## src/rtl/motor_btn_conditioner.sv

```systemverilog
// motor_btn_conditioner
// Input stage for the DC-motor PWM controller: synchronises and debounces the
// raw inc/dec push-buttons and turns debounced presses into single-cycle step
// pulses for the duty-cycle FSM. Pressing both buttons locks out stepping.
// Optional feature macro: BTN_REPEAT_EN enables hold-to-repeat (HOLD -> REPEAT
// auto-stepping). Without it, each debounced press yields exactly one step.
module motor_btn_conditioner #(
  parameter int SYNC_STAGES   = 2,
  parameter int DEBOUNCE_CYC  = 500000,
  parameter int REPEAT_DELAY  = 25000000,
  parameter int REPEAT_PERIOD = 5000000
) (
  input  logic clk,
  input  logic rst,
  input  logic inc_raw,
  input  logic dec_raw,
  output logic inc_level,
  output logic dec_level,
  output logic inc_step,
  output logic dec_step,
  output logic lock
);

  localparam int DB_W = $clog2(DEBOUNCE_CYC + 1);
  localparam logic [DB_W-1:0] DB_LAST = DB_W'(DEBOUNCE_CYC - 1);

  typedef enum logic [1:0] {IDLE, HOLD, REPEAT, LOCK} state_t;

  // Channel index 0 is inc, 1 is dec throughout.
  logic [SYNC_STAGES-1:0] inc_sync;
  logic [SYNC_STAGES-1:0] dec_sync;
  logic [1:0]             s_btn;
  logic [1:0]             level;
  logic [1:0][DB_W-1:0]   cnt;

  state_t state, state_nxt;
  logic   sel, sel_nxt;
  logic   inc_step_nxt, dec_step_nxt;
  logic   held_lvl, other_lvl;

  // Synchroniser chains: shift raw button levels into the clk domain.
  always_ff @(posedge clk) begin
    if (rst) begin
      inc_sync <= '0;
      dec_sync <= '0;
    end else begin
      inc_sync <= {inc_sync[SYNC_STAGES-2:0], inc_raw};
      dec_sync <= {dec_sync[SYNC_STAGES-2:0], dec_raw};
    end
  end

  assign s_btn = {dec_sync[SYNC_STAGES-1], inc_sync[SYNC_STAGES-1]};

  // Debounce: accept a new level only after DEBOUNCE_CYC consecutive differing cycles.
  always_ff @(posedge clk) begin
    if (rst) begin
      level <= '0;
      cnt   <= '0;
    end else begin
      for (int i = 0; i < 2; i++) begin
        if (s_btn[i] == level[i]) begin
          cnt[i] <= '0;
        end else if (cnt[i] == DB_LAST) begin
          level[i] <= ~level[i];
          cnt[i]   <= '0;
        end else begin
          cnt[i] <= cnt[i] + 1'b1;
        end
      end
    end
  end

  assign inc_level = level[0];
  assign dec_level = level[1];
  assign lock      = level[0] & level[1];

  // Level of the channel being held, and of the opposite channel.
  assign held_lvl  = sel ? level[1] : level[0];
  assign other_lvl = sel ? level[0] : level[1];

`ifdef BTN_REPEAT_EN
  localparam int TMR_MAX = (REPEAT_DELAY > REPEAT_PERIOD) ? REPEAT_DELAY : REPEAT_PERIOD;
  localparam int TMR_W   = $clog2(TMR_MAX + 1);
  // The timer counts down through zero inclusive, so N cycles needs a load of N-1.
  localparam logic [TMR_W-1:0] DELAY_LOAD  = TMR_W'(REPEAT_DELAY - 1);
  localparam logic [TMR_W-1:0] PERIOD_LOAD = TMR_W'(REPEAT_PERIOD - 1);

  logic [TMR_W-1:0] timer, timer_nxt;
`else
  // Repeat timing has no effect when auto-repeat is not built.
  logic unused_repeat_cfg;
  assign unused_repeat_cfg = ^{32'(REPEAT_DELAY), 32'(REPEAT_PERIOD)};
`endif

  // Step FSM next-state: IDLE only ever holds with both levels low, so a high
  // level seen in IDLE is a fresh press.
  always_comb begin
    logic pulse;
    pulse     = 1'b0;
    state_nxt = state;
    sel_nxt   = sel;
`ifdef BTN_REPEAT_EN
    timer_nxt = timer;
`endif
    case (state)
      IDLE: begin
        if (level[0] && level[1]) begin
          state_nxt = LOCK;
        end else if (level[0] || level[1]) begin
          state_nxt = HOLD;
          sel_nxt   = level[1];
          pulse     = 1'b1;
`ifdef BTN_REPEAT_EN
          timer_nxt = DELAY_LOAD;
`endif
        end
      end
      HOLD, REPEAT: begin
        if (other_lvl) begin
          state_nxt = LOCK;
        end else if (!held_lvl) begin
          state_nxt = IDLE;
        end else begin
`ifdef BTN_REPEAT_EN
          if (timer == '0) begin
            pulse     = 1'b1;
            state_nxt = REPEAT;
            timer_nxt = PERIOD_LOAD;
          end else begin
            timer_nxt = timer - 1'b1;
          end
`endif
        end
      end
      LOCK: begin
        if (!level[0] && !level[1]) state_nxt = IDLE;
      end
      default: state_nxt = IDLE;
    endcase
    inc_step_nxt = pulse && !sel_nxt;
    dec_step_nxt = pulse && sel_nxt;
  end

  // Step FSM registers; step outputs are registered straight from the FSM.
  always_ff @(posedge clk) begin
    if (rst) begin
      state    <= IDLE;
      sel      <= 1'b0;
      inc_step <= 1'b0;
      dec_step <= 1'b0;
`ifdef BTN_REPEAT_EN
      timer    <= '0;
`endif
    end else begin
      state    <= state_nxt;
      sel      <= sel_nxt;
      inc_step <= inc_step_nxt;
      dec_step <= dec_step_nxt;
`ifdef BTN_REPEAT_EN
      timer    <= timer_nxt;
`endif
    end
  end

endmodule
```

## config.mk

```make
export PLATFORM = sky130hd
export DESIGN_NAME = motor_btn_conditioner
export DESIGN_NICKNAME = d
export VERILOG_FILES = /design/src/rtl/motor_btn_conditioner.sv
export SDC_FILE = /design/constraint.sdc
export NUM_CORES = 1
export LEC_CHECK = 0
export CORE_MARGIN = 4
export CORE_UTILIZATION = 60
export DETAILED_ROUTE_END_ITERATION = 6
export PLACE_DENSITY_LB_ADDON = 0.12
export SLEW_MARGIN = 40
export SYNTH_ARGS = -nofsm -noshare
export SYNTH_HDL_FRONTEND = slang
export SYNTH_SLANG_ARGS = --single-unit
```

## constraint.sdc

```tcl
create_clock -name clk -period 1.7 [get_ports clk]
set_input_delay 0.255 -clock clk [delete_from_list [all_inputs] [get_ports clk]]
set_output_delay 0.255 -clock clk [all_outputs]
set_load 0.005 [all_outputs]
```

Word level (Yosys, flattened, before mapping) --
Cells that the tools add are included.
Word-level totals: register bits 49, input bits 4, output and inout port bits 5, logic and storage cells 56
Cells by class: $add $sub $neg 2, equality and inequality tests 10, muxes and demuxes 14, bitwise logic cells 5, reductions and logical operators 15
Operators with widths (count):
- 19-bit by 1-bit adder with 19-bit output, second input constant | 2
- 19-bit == test, second input constant | 2
- 2-bit two-way mux | 5
- 1-bit two-way mux | 8
- 3-bit != test, second input constant | 2
- 2-bit case mux with 3 select lines | 1
- 3-bit OR reduction | 2
- 2-bit == test, second input constant | 2
- 1-bit logical AND | 4
- 1-bit inverter | 4
- 2-bit AND reduction | 2
- 1-bit zero test | 3
- 3-bit AND reduction | 1
- 1-bit == test | 2
- 2-bit by 1-bit == test with 1-bit output, second input constant | 1
- 2-bit zero test | 1
- 2-bit != test, second input constant | 1
- 2-bit OR reduction | 1
- 1-bit AND | 1
- 1-bit logical OR | 1

Depth between registers and ports, before layout --
depth in word-level cells 6, gate-level depth with buffers 6, gate-level depth less buffers 6

Least setup slack after synthesis --
Ideal clock, no wire load.
path type register -> register, start register cnt[0] (netlist name), end register level[0], setup time 87 ps, data arrival time 1399 ps, data required time 1613 ps, slack 214 ps, stages on the path, launching flop included 6, path buffers 1, clock period less this slack 1486 ps, path through dfxtp_1 -> ha_1 -> nand4_1 -> buf_2 -> or4b_1 -> o31ai_1
Between the ends: cells in the longest elaborated chain, start to end 2
Ends and longest elaborated chain:
- from (decl) | line 34 | logic [1:0][DB_W-1:0] cnt;
- from (signal, indexed assignment) | line 67 | cnt[i] <= cnt[i] + 1'b1;
- 19-bit == test | line 63 | end else if (cnt[i] == DB_LAST) begin
- 2-bit AND reduction (no line)
- to (signal, indexed assignment) | line 64 | level[i] <= ~level[i];
- to (decl) | line 33 | logic [1:0] level;
Every way passes these cells. A chain may end at the register's enable or synchronous reset.

Worst setup path in the final report --
start register level[0], end output port lock
Between the ends: cells in the longest elaborated chain, start to end 1
Ends and longest elaborated chain:
- 1-bit AND | line 75 | assign lock = level[0] & level[1];
- to (decl) | line 21 | output logic lock
Every way passes these cells.

==> impl.org <==
** Yosys
- Leading post-synthesis cells by cell area :: sky130_fd_sc_hd__dfxtp_1, sky130_fd_sc_hd__xnor2_1, sky130_fd_sc_hd__nor2_1
- Commonest cells in the synthesized netlist :: sky130_fd_sc_hd__dfxtp_1, sky130_fd_sc_hd__nor2_1, sky130_fd_sc_hd__xnor2_1
- Of all flip-flops after synthesis, the portion carrying an async set or reset was 0%.
- Compound-cell area share of the yosys netlist :: 5.24%
- Total of warnings raised by yosys :: 0
- Post-synthesis cell type count :: 39
- Multiplexer area fraction after synthesis :: about 2.1%
- The synthesized netlist devotes 31.5% of its cell area to simple gates.
- Most used flip-flop cell after synthesis :: sky130_fd_sc_hd__dfxtp_1
- The mapped netlist covers 0.00234 mm^2.
- Fraction of the yosys area taken by sequential cells :: 41.9%
- Number of synthesized flops with an enable pin :: 0
- Averaged over all synthesized cells, the footprint is 9.14 um^2.
- Main combinational cell family by area after synthesis :: simple AND/OR/NAND/NOR gates
- After Yosys synthesis, full adders, half adders and majority gates account for 4.28% of the synthesized area.
- In this run the biggest area consumer among cell types represents 41.9% of the synthesized area.
- Counting every net in the synthesized netlist gives 268.
- The synthesized netlist devotes 11.6% of its cell area to XOR and XNOR gates.
- Synthesis produced between 200 and 300 cells.
- sky130_fd_sc_hd__dfxtp_1 is the most common cell in the netlist.
- Largest area contributor in the synthesized netlist :: sky130_fd_sc_hd__dfxtp_1
- Synthesized flop and latch total :: 49

** STA
- The clock period could shrink to around 1.7 ns.
- Fmax achieved :: 600 MHz
- The total count of hold-check failures in the final report came to 0.
- Setup violations, final :: 0
- Number of pins exceeding their max-slew limit in the final report :: 0
- Dividing the final minimum period by the clock period gives 98.0%.
- Setup repair after global routing could not meet its margin everywhere.
- Clock skew after layout :: 0.00582 ns
- Worst-case hold slack :: ~0.43 ns
- At the pin with the least slew margin, the transition time is 0.422 ns.
- In this run the tightest slew margin relative to its limit is a little under three quarters.

** Drt
- Via density :: 5.61
- In this run, the number of DRC markers left after iteration 0 of detailed routing was 119.
- The routed layout has between 1.5k and 2k vias.
- The first detailed-routing pass took 4 iterations.
- Routed wire per std cell :: 13.4 um
- Routed Wire Length :: approximately 4400 um
- Remaining antenna violation count :: 0
- After detailed routing, the number of remaining DRC violations is 0.

** Placed design
- The count of buffers added on input and output ports is 8.
- The HPWL after detailed placement is approximately 3200 um.
- Routability-driven placement finished with a final weighted congestion of 0.794.

** Cells and area
- NumNets Final :: about 300
- Combined area of the multi-input logic cells :: 0.00133 mm^2
- In the final layout, the share of cells above drive strength 1 is 16.0%.
- At the end of the flow the core is filled with cells to between 70 and 80%.
- The layout has 288 filler cells.
- Compared with the post-synthesis result, the final layout area differs by 15.9%.
- In the final layout, flip-flops and latches occupy 986 um^2.
- Antenna fix cells :: 0

** Critical path
- Element type at the critical path start :: register
- Worst-path fanout max :: 5
- For the worst flop-to-flop path, the logic depth is 7.
- Setup slack of the most critical reg-to-reg path :: 0.06 ns
- STA puts the critical path data required time at around 1.4 ns.
- The worst setup path is captured at an output pin.
- Crit Path Category :: register to output pin
- The worst register-to-register path ends at state[1]$_SDFFE_PP0P_.
- STA puts the critical path data arrival time at roughly 1.4 ns.
- In this run the critical register-to-register path is launched from level[0]$_SDFFE_PP0P_.

** Die
- I/O pin count :: 9
- Total core area :: ~0.0037 mm^2
- Die H :: 70.4 um
- Once the floorplan was initialized, standard cells occupied ~63% of the core.
- Row generation in the floorplan step produced 22 rows.
- Die outline area :: 0.00496 mm^2
- Die Wd :: 70.4 um

** Clock network
- CTS Sinks :: 49
- The number of clock buffers added by TritonCTS is 5.
- Register clock-pin slew on the reported worst setup and hold paths :: around 0.08 ns
- Hold buffers post-CTS :: 0
- Max clock buf depth :: 2
- CTS tree :: yes
- CTS root buffer :: sky130_fd_sc_hd__clkbuf_8
- Insertion delay to the later sink of the worst-skew pair :: around 0.3 ns
- In this run the number of H-tree levels came out at 2.

** Global route
- Global routing consumed, over all layers together, 19.6% of the routing resources.
- The total overflow left after global routing is 0.
- Number of global-route vias before repair :: 1774
- The initial antenna violation count came to 0.
- Maximum number of pins on one net before global-route repair :: 16
- The first global-routing pass estimated 7940 um of wire.

** Min path
- End of the worst hold path :: inc_sync[1]$_SDFF_PP0_
- Worst hold path depth :: 1
- The startpoint identified for the worst hold timing path is inc_sync[0]$_SDFF_PP0_.
- The tightest min-delay check is of the register to register type.

** Power
- Power spread over the standard cell area amounts to just over 700 mW/mm^2.
- Across the VDD grid, the largest voltage drop is 0.513 mV.
- Static Leak :: 0.852 nW

** Status
- Outcome :: finished, final reports clean

** Run
- MaxCap Viol Count :: 0
==> timing repair <==
item,CTS,global route
endpoints found under the setup margin,2,23
buffers inserted,2,2
resized for setup,6,8
==> final cells by class <==
| type | instances | area share (%) |
|---|---|---|
| Clock buffer | 5 | 2.54 |
| Inverter | 14 | 1.94 |
| Multi-Input combinational cell | 188 | 49.0 |
| Tap cell | 48 | 2.22 |
| Timing Repair Buffer | 25 | 7.80 |
| Clock inverter | 1 | 0.185 |
| Sequential cell | 49 | 36.4 |
==> logic make-up after synthesis <==
| kind of cell | after synthesis |
|---|---|
| buffers and inverters | 19 |
| flip-flops | 49 |
| XOR/XNOR | 31 |
| AND/OR/NAND/NOR | 125 |
| AO/OA/AOI/OAI | 19 |
| multiplexers | 5 |
| adder cells (fa/ha/maj) | 8 |
==> cell usage in the layout, fill, tap and decap left out, drive strengths merged, types with 9 or more instances in the layout <==
| cell type | instances |
|---|---|
| nor3 | 15 |
| xnor2 | 27 |
| dfxtp | 49 |
| inv | 14 |
| nand2 | 9 |
| nor4 | 12 |
| nor2 | 41 |
| nand3 | 15 |
| buf | 17 |
| nand4 | 10 |
==> worst max-delay path by stage <==
| stage | start | to | slack (ns) |
|---|---|---|---|
| 3_3_place_gp | cnt[19]$_SDFF_PP0_ | level[1]$_SDFFE_PP0P_ | 0.06 |
| 5_1_grt | cnt[19]$_SDFF_PP0_ | cnt[37]$_SDFF_PP0_ | -0.006 |
| 4_1_cts | level[1]$_SDFFE_PP0P_ | lock | 0.03 |
| 6_report | level[0]$_SDFFE_PP0P_ | lock | 0.03 |
| 2_1_floorplan | cnt[0]$_SDFF_PP0_ | level[0]$_SDFFE_PP0P_ | 0.21 |
| 3_5_place_dp | cnt[9]$_SDFF_PP0_ | cnt[12]$_SDFF_PP0_ | -0.01 |
==> power by group <==
group / switching, mW / internal, mW / leakage, nW
logic: 0.0771 / 0.0648 / 0.414
registers: 0.0130 / 1.17 / 0.398
clock network: 0.350 / 0.271 / 0.0399
==> registers in the layout, indices dropped and copies added (netlist names) <==
name	cells
cnt	38
dec_step	1
dec_sync	2
inc_step	1
inc_sync	2
level	2
sel	1
state	2
==> metal layers <==
metal  share of wire [%]  GRT usage (%)  vias to the layer above
met1                  47           24.9                      862
met3                 3.9           4.75                        7
met4                 1.6           6.17                        0
li1                    -              -                      947
met2                  48           32.6                       34
met5                   0              0                        -
==> per-stage QoR <==
stage / worst slack, ns / total power, mW / setup TNS [ns] / instances / area, um^2
floorplan: 0.214 / 1.30 / 0 / 256 / 2340
global placement: 0.0566 / 1.33 / 0 / 320 / 2550
detailed placement: -0.00991 / 1.34 / -0.00991 / 320 / 2550
CTS: 0.0346 / 1.96 / 0 / 328 / 2670
global route: -0.00617 / 2.03 / -0.00725 / 330 / 2710
finish: 0.0341 / 1.94 / 0 / 330 / 2710
==> worst max-delay path, cell delays in order (launching register included) <==
cell and delay, ns:
sky130_fd_sc_hd__dfxtp_2 0.34, sky130_fd_sc_hd__buf_4 0.14, sky130_fd_sc_hd__ha_4 0.15, sky130_fd_sc_hd__clkdlybuf4s50_1 0.49
(Power assumes the default switching activity.)
